`src/rtl/clock_pkg.sv`:
```
// Shared types and constants for the clock-setting control block.
package clock_pkg;

  typedef enum logic [1:0] {
    RUN      = 2'd0,
    SET_HOUR = 2'd1,
    SET_MIN  = 2'd2
  } clk_mode_t;

  localparam int unsigned DIV_DEFAULT = 50_000_000;

endpackage

```
`src/rtl/edge_det.sv`:
```
// Rising-edge detector for a synchronous, debounced button level.
module edge_det (
  input  logic clk,
  input  logic n_rst,
  input  logic level_i,
  output logic rise_c_o
);

  logic prev_q;

  // History resets high so a button held through reset release gives no edge.
  always_ff @(posedge clk or negedge n_rst) begin
    if (!n_rst) begin
      prev_q <= 1'b1;
    end else begin
      prev_q <= level_i;
    end
  end

  assign rise_c_o = level_i & ~prev_q;

endmodule

```
`src/rtl/clock_ctrl.sv`:
```
// Mode FSM, 1 s prescaler and set-mode blink for a digital clock; drives
// external seconds/minutes/hours counters through their CEN/INC/CLR inputs.
module clock_ctrl
  import clock_pkg::*;
#(
  parameter int unsigned DIV = DIV_DEFAULT
) (
  input  logic       clk,
  input  logic       n_rst,
  input  logic       btn_mode,
  input  logic       btn_inc,
  input  logic       sec_carry,
  input  logic       min_carry,
  output logic       sec_cen,
  output logic       min_cen,
  output logic       hour_cen,
  output logic       min_inc,
  output logic       hour_inc,
  output logic       sec_clr,
  output logic       blink_hour,
  output logic       blink_min,
  output logic [1:0] mode
);

  localparam int unsigned CNT_W = (DIV > 1) ? $clog2(DIV) : 1;
  localparam int unsigned HALF  = DIV / 2;
  localparam int unsigned BLK_W = (HALF > 1) ? $clog2(HALF) : 1;

  clk_mode_t          mode_q, mode_d;
  logic [CNT_W-1:0]   cnt_q, cnt_d;
  logic               tick_q, tick_d;
  logic [BLK_W-1:0]   bcnt_q, bcnt_d;
  logic               phase_q, phase_d;
  logic               hour_inc_q, hour_inc_d;
  logic               min_inc_q, min_inc_d;
  logic               mode_rise;
  logic               inc_rise;

  edge_det u_mode_edge (
    .clk      (clk),
    .n_rst    (n_rst),
    .level_i  (btn_mode),
    .rise_c_o (mode_rise)
  );

  edge_det u_inc_edge (
    .clk      (clk),
    .n_rst    (n_rst),
    .level_i  (btn_inc),
    .rise_c_o (inc_rise)
  );

  always_ff @(posedge clk or negedge n_rst) begin
    if (!n_rst) begin
      mode_q     <= RUN;
      cnt_q      <= '0;
      tick_q     <= 1'b0;
      bcnt_q     <= '0;
      phase_q    <= 1'b0;
      hour_inc_q <= 1'b0;
      min_inc_q  <= 1'b0;
    end else begin
      mode_q     <= mode_d;
      cnt_q      <= cnt_d;
      tick_q     <= tick_d;
      bcnt_q     <= bcnt_d;
      phase_q    <= phase_d;
      hour_inc_q <= hour_inc_d;
      min_inc_q  <= min_inc_d;
    end
  end

  always_comb begin
    mode_d     = mode_q;
    hour_inc_d = 1'b0;
    min_inc_d  = 1'b0;
    cnt_d      = '0;
    tick_d     = 1'b0;
    bcnt_d     = '0;
    phase_d    = 1'b0;

    // A mode edge always wins over a simultaneous inc edge.
    unique case (mode_q)
      RUN: begin
        if (mode_rise) mode_d = SET_HOUR;
      end
      SET_HOUR: begin
        if (mode_rise)     mode_d = SET_MIN;
        else if (inc_rise) hour_inc_d = 1'b1;
      end
      SET_MIN: begin
        if (mode_rise)     mode_d = RUN;
        else if (inc_rise) min_inc_d = 1'b1;
      end
      default: mode_d = RUN;
    endcase

    // Prescaler only advances while staying in RUN, so it restarts from 0.
    if (mode_q == RUN && mode_d == RUN) begin
      tick_d = (cnt_q == CNT_W'(DIV - 1));
      cnt_d  = tick_d ? '0 : cnt_q + CNT_W'(1);
    end

    // Blink phase restarts at 0 on every mode change and is idle in RUN.
    if (mode_d != RUN && mode_d == mode_q) begin
      if (bcnt_q == BLK_W'(HALF - 1)) begin
        bcnt_d  = '0;
        phase_d = ~phase_q;
      end else begin
        bcnt_d  = bcnt_q + BLK_W'(1);
        phase_d = phase_q;
      end
    end
  end

  assign sec_cen    = tick_q;
  assign min_cen    = tick_q & sec_carry;
  assign hour_cen   = tick_q & sec_carry & min_carry;
  assign hour_inc   = hour_inc_q;
  assign min_inc    = min_inc_q;
  assign sec_clr    = (mode_q != RUN);
  assign blink_hour = phase_q & (mode_q == SET_HOUR);
  assign blink_min  = phase_q & (mode_q == SET_MIN);
  assign mode       = mode_q;

endmodule

```
`config.mk`:
```
export PLATFORM = sky130hd
export DESIGN_NAME = clock_ctrl
export DESIGN_NICKNAME = d
export VERILOG_FILES = /design/src/rtl/clock_pkg.sv /design/src/rtl/edge_det.sv /design/src/rtl/clock_ctrl.sv
export SDC_FILE = /design/constraint.sdc
export NUM_CORES = 1
export LEC_CHECK = 0
export BUFFER_PORTS_ARGS = -buffer_cell sky130_fd_sc_hd__buf_2
export CAP_MARGIN = 20
export CORE_UTILIZATION = 30
export CTS_CLUSTER_SIZE = 10
export DETAILED_ROUTE_END_ITERATION = 8
export PLACE_DENSITY = 0.53
export SYNTH_ARGS = -nofsm -noshare
export SYNTH_HDL_FRONTEND = slang
export SYNTH_SLANG_ARGS = --single-unit
```
`constraint.sdc`:
```
create_clock -name clk -period 3.1 [get_ports clk]
set_input_delay 0.31 -clock clk [delete_from_list [all_inputs] [get_ports clk]]
set_output_delay 0.31 -clock clk [all_outputs]
set_load 0.05 [all_outputs]
```
==> results.json <==
{
  "status": "complete, but fails checks",
  "critPathCaptureType": "flop",
  "synth_warnings": 0,
  "rsz0062_at_grt": "no",
  "final_area_sq_um": 3350,
  "wl_met2_um": 2620,
  "final_common_cell": "dfrtp_1",
  "period_share_pct": 69.7,
  "fp.coreArea_sq_um": 9370,
  "ir_worst_vdd_uv": 191,
  "crit_fanout": 13,
  "skew_ps": 13.4,
  "grt_pass1_vias": 2186,
  "cts_resized": 0,
  "worst_pin_slew_ps": 680,
  "power_mw": 1.99,
  "crit_path_start_kind": "flop",
  "startpoint": "cnt_q[0]",
  "syn-num-nets": 310,
  "postSynthAreaPerCell_sq_um": 9.72,
  "crit_arrival_ps": 2380,
  "cp-endpoint": "cnt_q[3]",
  "drcViolationCount": 0,
  "period_minus_slack_ps": 2160,
  "initial_utilization_pct": 31.3,
  "multi_input_area_sq_um": 1370,
  "num_rows": 35,
  "clk_pin_slew_ps": 80,
  "ant_nets": 0,
  "path_class": "flop to flop",
  "fill_cells": 987,
  "drive_gt1_share_pct": 13.2,
  "htreeDepth": 3,
  "cts_root_buf": "clkbuf_8",
  "via_per_inst": 4.91,
  "grt_pass1_wl_um": 10500,
  "drtPass1Iterations": 4,
  "routed.top_layer": "met4",
  "cts_sinks": 59,
  "die_height_um": 101,
  "wl_met3_um": 190,
  "numCtsBuffers": 9,
  "drtIter0Drc": 124,
  "netlist_area_sq_um": 2940,
  "hpwl_um": 4130,
  "synth_cell_type_count": 38,
  "ioPinCount": 16,
  "overflow": 0,
  "seq_area_frac_synth_pct": 50.4,
  "track_usage_pct": 13.5,
  "synth-seq-cells": 59,
  "drt_wl_total_um": 6120,
  "port-buffer-count": 15,
  "cap_violations": 0,
  "hold_class": "input pin to async pin",
  "hold_viol": 2,
  "fmax_mhz": 463,
  "antenna_cells": 0,
  "power.density_nw_per_um2": 594,
  "post_drt_wl_per_cell_um": 13.4,
  "antenna_found_initial": 0,
  "violations": "hold timing",
  "postSynthCellCount": 302,
  "ff2ff_path_depth": 6,
  "max_slew_margin_pct": 54.7,
  "die_area_sq_um": 10200,
  "grt_max_degree": 32,
  "routabilityCongestion": 0.709,
  "r2r_start": "cnt_q[0]",
  "dpl_cell_area_sq_um": 3150,
  "r2r_slack_ps": 940,
  "seq_area_sq_um": 1480,
  "vias": 2235,
  "setup_viol": 0,
  "setup_tns_ps": 0,
  "clk_path_buf_depth": 2,
  "final_cells": 455,
  "dp.cells": 439,
  "slew_viol_final": 0,
  "leakage_nw": 1.31,
  "fin_nets": 329,
  "timing.hold.ws_ps": -5.48,
  "insertion_delay_ps": 350,
  "required_ps": 3320,
  "syn_to_final_growth_pct": 14.2,
  "wl_met1_um": 3200,
  "tritoncts": "yes",
  "hold_buffers": 0,
  "regToRegEndpoint": "cnt_q[3]",
  "layout_common_cells": "dfrtp_1 (57), nor2_1 (39), a21oi_1 (19)",
  "post-cts-setup-buffers": 0,
  "die_x_um": 101
}
-- synthesized netlist by cell type --
master | count | area [sq um]
xnor2_1 | 13 | 114
nand4bb_1 | 1 | 11.3
nand2_1 | 18 | 67.6
nor3_1 | 2 | 10.0
dfstp_2 | 2 | 52.6
buf_2 | 4 | 20.0
and2_1 | 2 | 12.5
o41ai_1 | 1 | 8.76
nor4_1 | 8 | 50.1
o21ai_0 | 10 | 50.1
a21oi_2 | 2 | 17.5
nand3b_1 | 2 | 15.0
or4_2 | 1 | 8.76
a21oi_1 | 19 | 95.1
buf_6 | 1 | 11.3
nor3b_1 | 3 | 22.5
o31ai_1 | 10 | 75.1
nand2b_1 | 3 | 18.8
nand3_1 | 16 | 80.1
and4_1 | 6 | 52.6
nand3_2 | 1 | 10.0
dfrtp_1 | 57 | 1430
nand4_1 | 13 | 81.3
or4_4 | 1 | 11.3
xor2_1 | 16 | 140
clkbuf_1 | 5 | 18.8
o21bai_2 | 1 | 11.3
and3_1 | 6 | 37.5
or3_1 | 10 | 62.6
nor2_1 | 39 | 146
or4_1 | 12 | 90.1
inv_1 | 9 | 33.8
nor4bb_1 | 1 | 10.0
ha_1 | 2 | 25.0
o22ai_1 | 1 | 6.26
nand4_2 | 1 | 12.5
or2_2 | 2 | 12.5
a21o_1 | 1 | 7.51
-- layout make-up --
class / count / area share, %
repair buffers: 18 / 2.91
multi-input cells: 224 / 41.0
clock inverters: 5 / 2.31
flip-flops and latches: 59 / 44.1
inverters: 9 / 1.01
well taps: 129 / 4.81
clock buffers: 11 / 3.92
-- critical path, cell delays in order (launching register included) --
cell     delay [ps]
dfrtp_1         390
ha_1            230
nand4_2         210
nor4_1          400
a21o_1          460
buf_4           290
nor2_1           70
-- logic make-up after synthesis --
group | Yosys count | synth area share [%]
compound gates | 45 | 9.25
xor+xnor | 29 | 8.65
fa+ha+maj | 2 | 0.852
buf+inv | 19 | 2.85
flops | 59 | 50.4
simple gates | 148 | 28.0
-- worst min path at each step --
stage	start	endpoint	depth (start not counted)
3_5_place_dp	n_rst	hour_inc	1
5_1_grt	n_rst	hour_inc	1
2_1_floorplan	n_rst	bcnt_q[0]	0
4_1_cts	n_rst	hour_inc	1
6_report	n_rst	hour_inc	1
3_3_place_gp	n_rst	hour_inc	1
-- sequential cells by signal, summed over array words and instances (netlist names) --
signal	cells
bcnt_q	25
cnt_q	26
hour_inc	1
min_inc	1
mode	2
phase_q	1
sec_cen	1
u_inc_edge.prev_q	1
u_mode_edge.prev_q	1
-- routing by layer --
layer / up-vias / track usage, %
li1: 1125 / -
met1: 1074 / 18.0
met2: 27 / 20.0
met3: 9 / 3.95
met4: 0 / 6.35
met5: - / 0
-- power breakdown --
part           internal [mW]  switching [mW]  total, mW
clock network          0.450           0.315      0.766
logic                 0.0972           0.272      0.369
registers              0.810          0.0492      0.859
-- through the flow --
step,util (%),setup WS (ps)
2_1_floorplan,-,828
3_3_place_gp,33.6,993
3_5_place_dp,33.6,952
4_1_cts,35.8,924
5_1_grt,35.8,681
6_report,35.8,939
Note: power is estimated with default switching activity, not from simulation.
